--- config.mk ---
export PLATFORM = sky130hd
export DESIGN_NAME = mcu51_inst_fetch
export DESIGN_NICKNAME = d
export VERILOG_FILES = /design/src/rtl/mcu51_inst_fetch.sv
export SDC_FILE = /design/constraint.sdc
export NUM_CORES = 1
export LEC_CHECK = 0
export ABC_CLOCK_PERIOD_IN_PS = 5150
export BUFFER_PORTS_ARGS = -buffer_cell sky130_fd_sc_hd__buf_2
export CORE_MARGIN = 4
export CORE_UTILIZATION = 46
export CTS_CLUSTER_DIAMETER = 150
export CTS_CLUSTER_SIZE = 10
export DETAILED_ROUTE_END_ITERATION = 10
export PLACE_DENSITY = 0.64
export SYNTH_ARGS = -nofsm -noshare
export SYNTH_HDL_FRONTEND = slang
export SYNTH_SLANG_ARGS = --single-unit
--- constraint.sdc ---
create_clock -name clk -period 5.15 [get_ports clk]
set_input_delay 0.2575 -clock clk [delete_from_list [all_inputs] [get_ports clk]]
set_output_delay 0.2575 -clock clk [all_outputs]
set_load 0.02 [all_outputs]
--- src/rtl/mcu51_inst_fetch.sv ---
// MCU51 instruction fetch: reads opcode and operand bytes from program
// memory and hands complete 1-3 byte instructions to the decoder.
module mcu51_inst_fetch #(
    parameter int                   ADDRWIDTH = 8,
    parameter logic [ADDRWIDTH-1:0] RESET_PC  = '0
) (
    input  logic                 clk,
    input  logic                 rst_n,
    input  logic                 ld_pc,
    input  logic [ADDRWIDTH-1:0] new_pc,
    output logic                 mem_cs_n,
    output logic [ADDRWIDTH-1:0] mem_addr,
    input  logic [7:0]           mem_data,
    output logic                 out_valid,
    input  logic                 out_ready,
    output logic [7:0]           out_op,
    output logic [7:0]           out_b1,
    output logic [7:0]           out_b2,
    output logic [1:0]           out_len,
    output logic [ADDRWIDTH-1:0] out_pc
);

    typedef enum logic [2:0] {
        S_START,
        S_OP,
        S_B1,
        S_B2,
        S_HOLD
    } state_t;

    state_t               state, state_nxt;
    logic                 cs_n_nxt;
    logic [ADDRWIDTH-1:0] addr_nxt;
    logic [7:0]           a_op, a_op_nxt;
    logic [7:0]           a_b1, a_b1_nxt;
    logic [7:0]           a_b2, a_b2_nxt;
    logic [1:0]           a_len, a_len_nxt;
    logic [ADDRWIDTH-1:0] a_pc, a_pc_nxt;
    logic                 ov_nxt;
    logic [7:0]           op_nxt, b1_nxt, b2_nxt;
    logic [1:0]           len_nxt;
    logic [ADDRWIDTH-1:0] pc_nxt;
    logic                 done;
    logic                 take;
    logic [ADDRWIDTH-1:0] addr_inc;

    // Instruction length from the opcode byte.
    function automatic logic [1:0] dec_len(input logic [7:0] op);
        logic [1:0] l;
        unique case (1'b1)
            (op == 8'h75) || (op == 8'h85):
                l = 2'd3;
            (op >= 8'h74) && (op <= 8'h7F) && (op != 8'h75):
                l = 2'd2;
            (op >= 8'h86) && (op <= 8'h8F):
                l = 2'd2;
            (op >= 8'hA6) && (op <= 8'hAF):
                l = 2'd2;
            (op == 8'hE5) || (op == 8'hF5):
                l = 2'd2;
            default:
                l = 2'd1;
        endcase
        return l;
    endfunction

    assign addr_inc = mem_addr + ADDRWIDTH'(1);
    assign take     = !out_valid || out_ready;

    // Next-state, request and assembly logic; jump overrides everything.
    always_comb begin
        state_nxt = state;
        cs_n_nxt  = mem_cs_n;
        addr_nxt  = mem_addr;
        a_op_nxt  = a_op;
        a_b1_nxt  = a_b1;
        a_b2_nxt  = a_b2;
        a_len_nxt = a_len;
        a_pc_nxt  = a_pc;
        ov_nxt    = out_valid;
        op_nxt    = out_op;
        b1_nxt    = out_b1;
        b2_nxt    = out_b2;
        len_nxt   = out_len;
        pc_nxt    = out_pc;
        done      = 1'b0;

        unique case (state)
            S_START: begin
                cs_n_nxt  = 1'b0;
                state_nxt = S_OP;
            end
            S_OP: begin
                a_op_nxt  = mem_data;
                a_pc_nxt  = mem_addr;
                a_len_nxt = dec_len(mem_data);
                a_b1_nxt  = 8'h00;
                a_b2_nxt  = 8'h00;
                if (dec_len(mem_data) == 2'd1) begin
                    done = 1'b1;
                end else begin
                    state_nxt = S_B1;
                    addr_nxt  = addr_inc;
                end
            end
            S_B1: begin
                a_b1_nxt = mem_data;
                if (a_len == 2'd2) begin
                    done = 1'b1;
                end else begin
                    state_nxt = S_B2;
                    addr_nxt  = addr_inc;
                end
            end
            S_B2: begin
                a_b2_nxt = mem_data;
                done     = 1'b1;
            end
            S_HOLD: begin
                done = 1'b1;
            end
            default: begin
                state_nxt = S_START;
                cs_n_nxt  = 1'b1;
            end
        endcase

        if (out_valid && out_ready)
            ov_nxt = 1'b0;

        if (done) begin
            if (take) begin
                ov_nxt    = 1'b1;
                op_nxt    = a_op_nxt;
                b1_nxt    = a_b1_nxt;
                b2_nxt    = a_b2_nxt;
                len_nxt   = a_len_nxt;
                pc_nxt    = a_pc_nxt;
                state_nxt = S_OP;
                addr_nxt  = addr_inc;
                cs_n_nxt  = 1'b0;
            end else begin
                state_nxt = S_HOLD;
                cs_n_nxt  = 1'b1;
            end
        end

        if (ld_pc) begin
            ov_nxt    = 1'b0;
            a_op_nxt  = 8'h00;
            a_b1_nxt  = 8'h00;
            a_b2_nxt  = 8'h00;
            a_len_nxt = 2'd1;
            a_pc_nxt  = new_pc;
            addr_nxt  = new_pc;
            cs_n_nxt  = 1'b0;
            state_nxt = S_OP;
        end
    end

    // State, memory request and output registers.
    always_ff @(posedge clk or negedge rst_n) begin
        if (!rst_n) begin
            state     <= S_START;
            mem_cs_n  <= 1'b1;
            mem_addr  <= RESET_PC;
            a_op      <= 8'h00;
            a_b1      <= 8'h00;
            a_b2      <= 8'h00;
            a_len     <= 2'd1;
            a_pc      <= RESET_PC;
            out_valid <= 1'b0;
            out_op    <= 8'h00;
            out_b1    <= 8'h00;
            out_b2    <= 8'h00;
            out_len   <= 2'd1;
            out_pc    <= RESET_PC;
        end else begin
            state     <= state_nxt;
            mem_cs_n  <= cs_n_nxt;
            mem_addr  <= addr_nxt;
            a_op      <= a_op_nxt;
            a_b1      <= a_b1_nxt;
            a_b2      <= a_b2_nxt;
            a_len     <= a_len_nxt;
            a_pc      <= a_pc_nxt;
            out_valid <= ov_nxt;
            out_op    <= op_nxt;
            out_b1    <= b1_nxt;
            out_b2    <= b2_nxt;
            out_len   <= len_nxt;
            out_pc    <= pc_nxt;
        end
    end

endmodule

==> results by group <==
Layout
  • NumNets Final: 424
  • N_diodes: 0
  • Layout area overhead: 14.6%
  • Design area: 4440 sq um
  • Core Util, Final: 0.540
  • Layout cell share with drive strength beyond 1: 0.287

Logic synthesis
  • Most frequent cells after synthesis: dfrtp_1 (78), nor2_1 (38), mux2i_1 (34)
  • Syn_area_per_cell: 11.2 sq um
  • Yosys top cell by area: dfrtp_1
  • Mapped Cells: 346
  • EDFF count, synth: 0
  • Syn_nets: 367
  • Register bit total from synthesis: 81
  • Netlist cell types: 55
  • Cell Area, Synth: 3870 sq um
  • Ys async rst share: 1.00
  • Most frequent cell after synthesis: dfrtp_1
  • Prevailing post-synth register cell: dfrtp_1
  • Yosys top cell area share: 0.504
  • Leading post-synthesis cells by cell area: dfrtp_1 (50%), mux2i_1 (8.8%), mux2_2 (4.7%)
  • Seq/Total Area, Yosys: 0.524
  • Yosys warning total: 0

Floorplanning
  • Die height: 99.8 um
  • Die Wd: 99.8 um
  • Initial Utilization: 0.471
  • Num rows: 33
  • I/O pins: 64
  • Core Footprint: 8220 sq um
  • Die area: 9950 sq um

Timing
  • RSZ-0062 raised after global routing: no
  • Slew HR: 0.321
  • Final setup viols: 0
  • Final Hold Fails: 0
  • Fmax: 353 MHz
  • Crit share post-route: 0.550
  • Fin crit period: 2830 ps
  • Clk_skew: 6.12 ps
  • Slew @ Worst Pin: 1020 ps
  • Slew Limit Fails: 0
  • Setup tns final: 0 ps
  • Setup WS post-layout: 2320 ps

GRT
  • Vias in the first global route: 2849
  • GRT overflow: 0
  • Pin count of the biggest net entering global routing: 82
  • Antenna violations before repair: 0
  • GR Util All Layers: 0.188
  • First-pass GRT wire length: 14700 um

Power and ir drop
  • Pleak: 2.16 nW
  • P per Cell Area: 452 nW/um^2
  • Peak VDD IR: 216 uV

Clock tree
  • Skew-Pair Late Insertion Delay: 350 ps
  • Cts bufs inserted: 9
  • Sinks on the clock net: 81
  • CTS tree: done
  • Hold_buf cts: 0
  • H-tree Lvls: 3
  • Clk slew on worst S/H paths: 80 ps
  • Gates resized, CTS repair: 0
  • Root buffer cell: clkbuf_8
  • Max Root-Sink Buffers: 2
  • Post-CTS Setup Bufs: 0

Detailed routing
  • Final WL: 8770 um
  • Routed length per instance: 17.1 um
  • Vias per cell: 5.48
  • # DRC: 0
  • Routed vias: 2811
  • Pre-antenna DRT Iters: 4
  • Initial DRC count: 130
  • ANT nets after route: 0

Worst setup path
  • CP endpoint kind: flip-flop
  • Worst path cell trace: nand2b_1 > a211oi_2 > o21ai_4 > buf_4 > mux2_2
  • Critical path's slowest cell: o21ai_4
  • R2R Setup Slk: 2320 ps
  • R2r endpoint: out_pc[0]
  • Req. time, crit path: 5390 ps
  • Worst setup path class: flip-flop to flip-flop
  • RR Startpoint: state[2]
  • Worst Path Arrival: 3070 ps
  • Worst setup SP type: flip-flop
  • Slowest stage delay, CP: 660 ps
  • CP Max Fanout: 19
  • Worst Reg2Reg Path Length in Cells: 5

Placement
  • Placement Cell Area: 4220 sq um
  • Buffers on Ports: 63
  • Pre-CTS setup slack: 2230 ps
  • DP HPWL: 5980 um
  • Final Wtd Congestion: 0.853

Job
  • Max cap viols: 0

Hold path
  • Min-Delay Path Class: primary input to asynchronous set/reset pin

Run status
  • Status: complete, no violations
-- metal layers --
metal  vias to the layer above  share of wire  track usage
li1                       1325              -            -
met2                        53           0.48        0.292
met3                        10          0.035       0.0309
met5                         -              0            0
met1                      1423           0.47        0.265
met4                         0          0.015       0.0693
-- placed cells by master (no fill, tap or decap), drive strengths merged, types with 7 or more instances in the layout --
cell	Yosys	layout
and3	13	13
a22oi	8	8
inv	27	27
nor3	8	8
mux2i	34	34
buf	10	65
mux2	19	19
dfrtp	78	78
nor2	38	38
clkbuf	9	12
o21ai	8	8
a21oi	19	19
nor2b	7	7
-- power breakdown --
group / internal [mW] / switching, mW / total, mW
logic: 0.259 / 0.387 / 0.646
registers: 0.758 / 0.0863 / 0.845
clock network: 0.288 / 0.227 / 0.515
-- final cells by class --
type / instances / area [sq um]
Tap cell: 105 / 131
Clock inverter: 4 / 76.3
Fill cell: 742 / 3780
Inverter: 27 / 101
Timing Repair Buffer: 65 / 333
Sequential cell: 81 / 2030
Multi-Input combinational cell: 219 / 1620
Clock buffer: 12 / 145
-- worst max-delay path: cells and delay by family (launching register included) --
family	cells	cell delay (ps)
flip-flops	1	550
buffers and inverters	1	430
AO/OA/AOI/OAI	2	800
AND/OR/NAND/NOR	1	540
multiplexers	1	370
-- worst max-delay path by stage --
| stage | slack [ps] | from | endpoint | cells past startpoint |
|---|---|---|---|---|
| after floorplan | 3250 | mem_data[5] | out_pc[4] | 7 |
| after global placement | 2300 | mem_data[5] | out_pc[0] | 7 |
| after detailed placement | 2230 | mem_data[1] | out_pc[1] | 7 |
| after CTS | 2290 | state[2] | out_pc[1] | 5 |
| after global routing | 2190 | state[1] | out_pc[1] | 6 |
| final | 2320 | state[2] | out_pc[0] | 5 |
-- kinds of logic (layout without fill, tap and decap cells) --
group,count (synthesis),after routing,share of synthesized area
flops,81,81,0.524
fa+ha+maj,1,1,0.00323
compound gates,63,63,0.123
mux,53,53,0.146
buf+inv,46,108,0.0604
simple gates,102,102,0.143
-- flip-flops by register name, indices dropped and copies added, names as in the netlist --
signal	cells
a_pc	8
mem_addr	8
out_op	8
mem_cs_n	1
out_b1	8
a_b1	8
a_op	8
a_b2	8
a_len	2
out_valid	1
out_b2	8
out_len	2
out_pc	8
state	3
-- per-stage QoR --
step | cells | total power [mW] | hold WS (ps)
floorplan | 346 | 1.32 | -38.1
global placement | 497 | 1.50 | 466
detailed placement | 497 | 1.51 | 475
CTS | 513 | 2.03 | 121
global route | 513 | 2.12 | 149
finish | 513 | 2.01 | 74.8
Power figures use the tool's default switching activity.
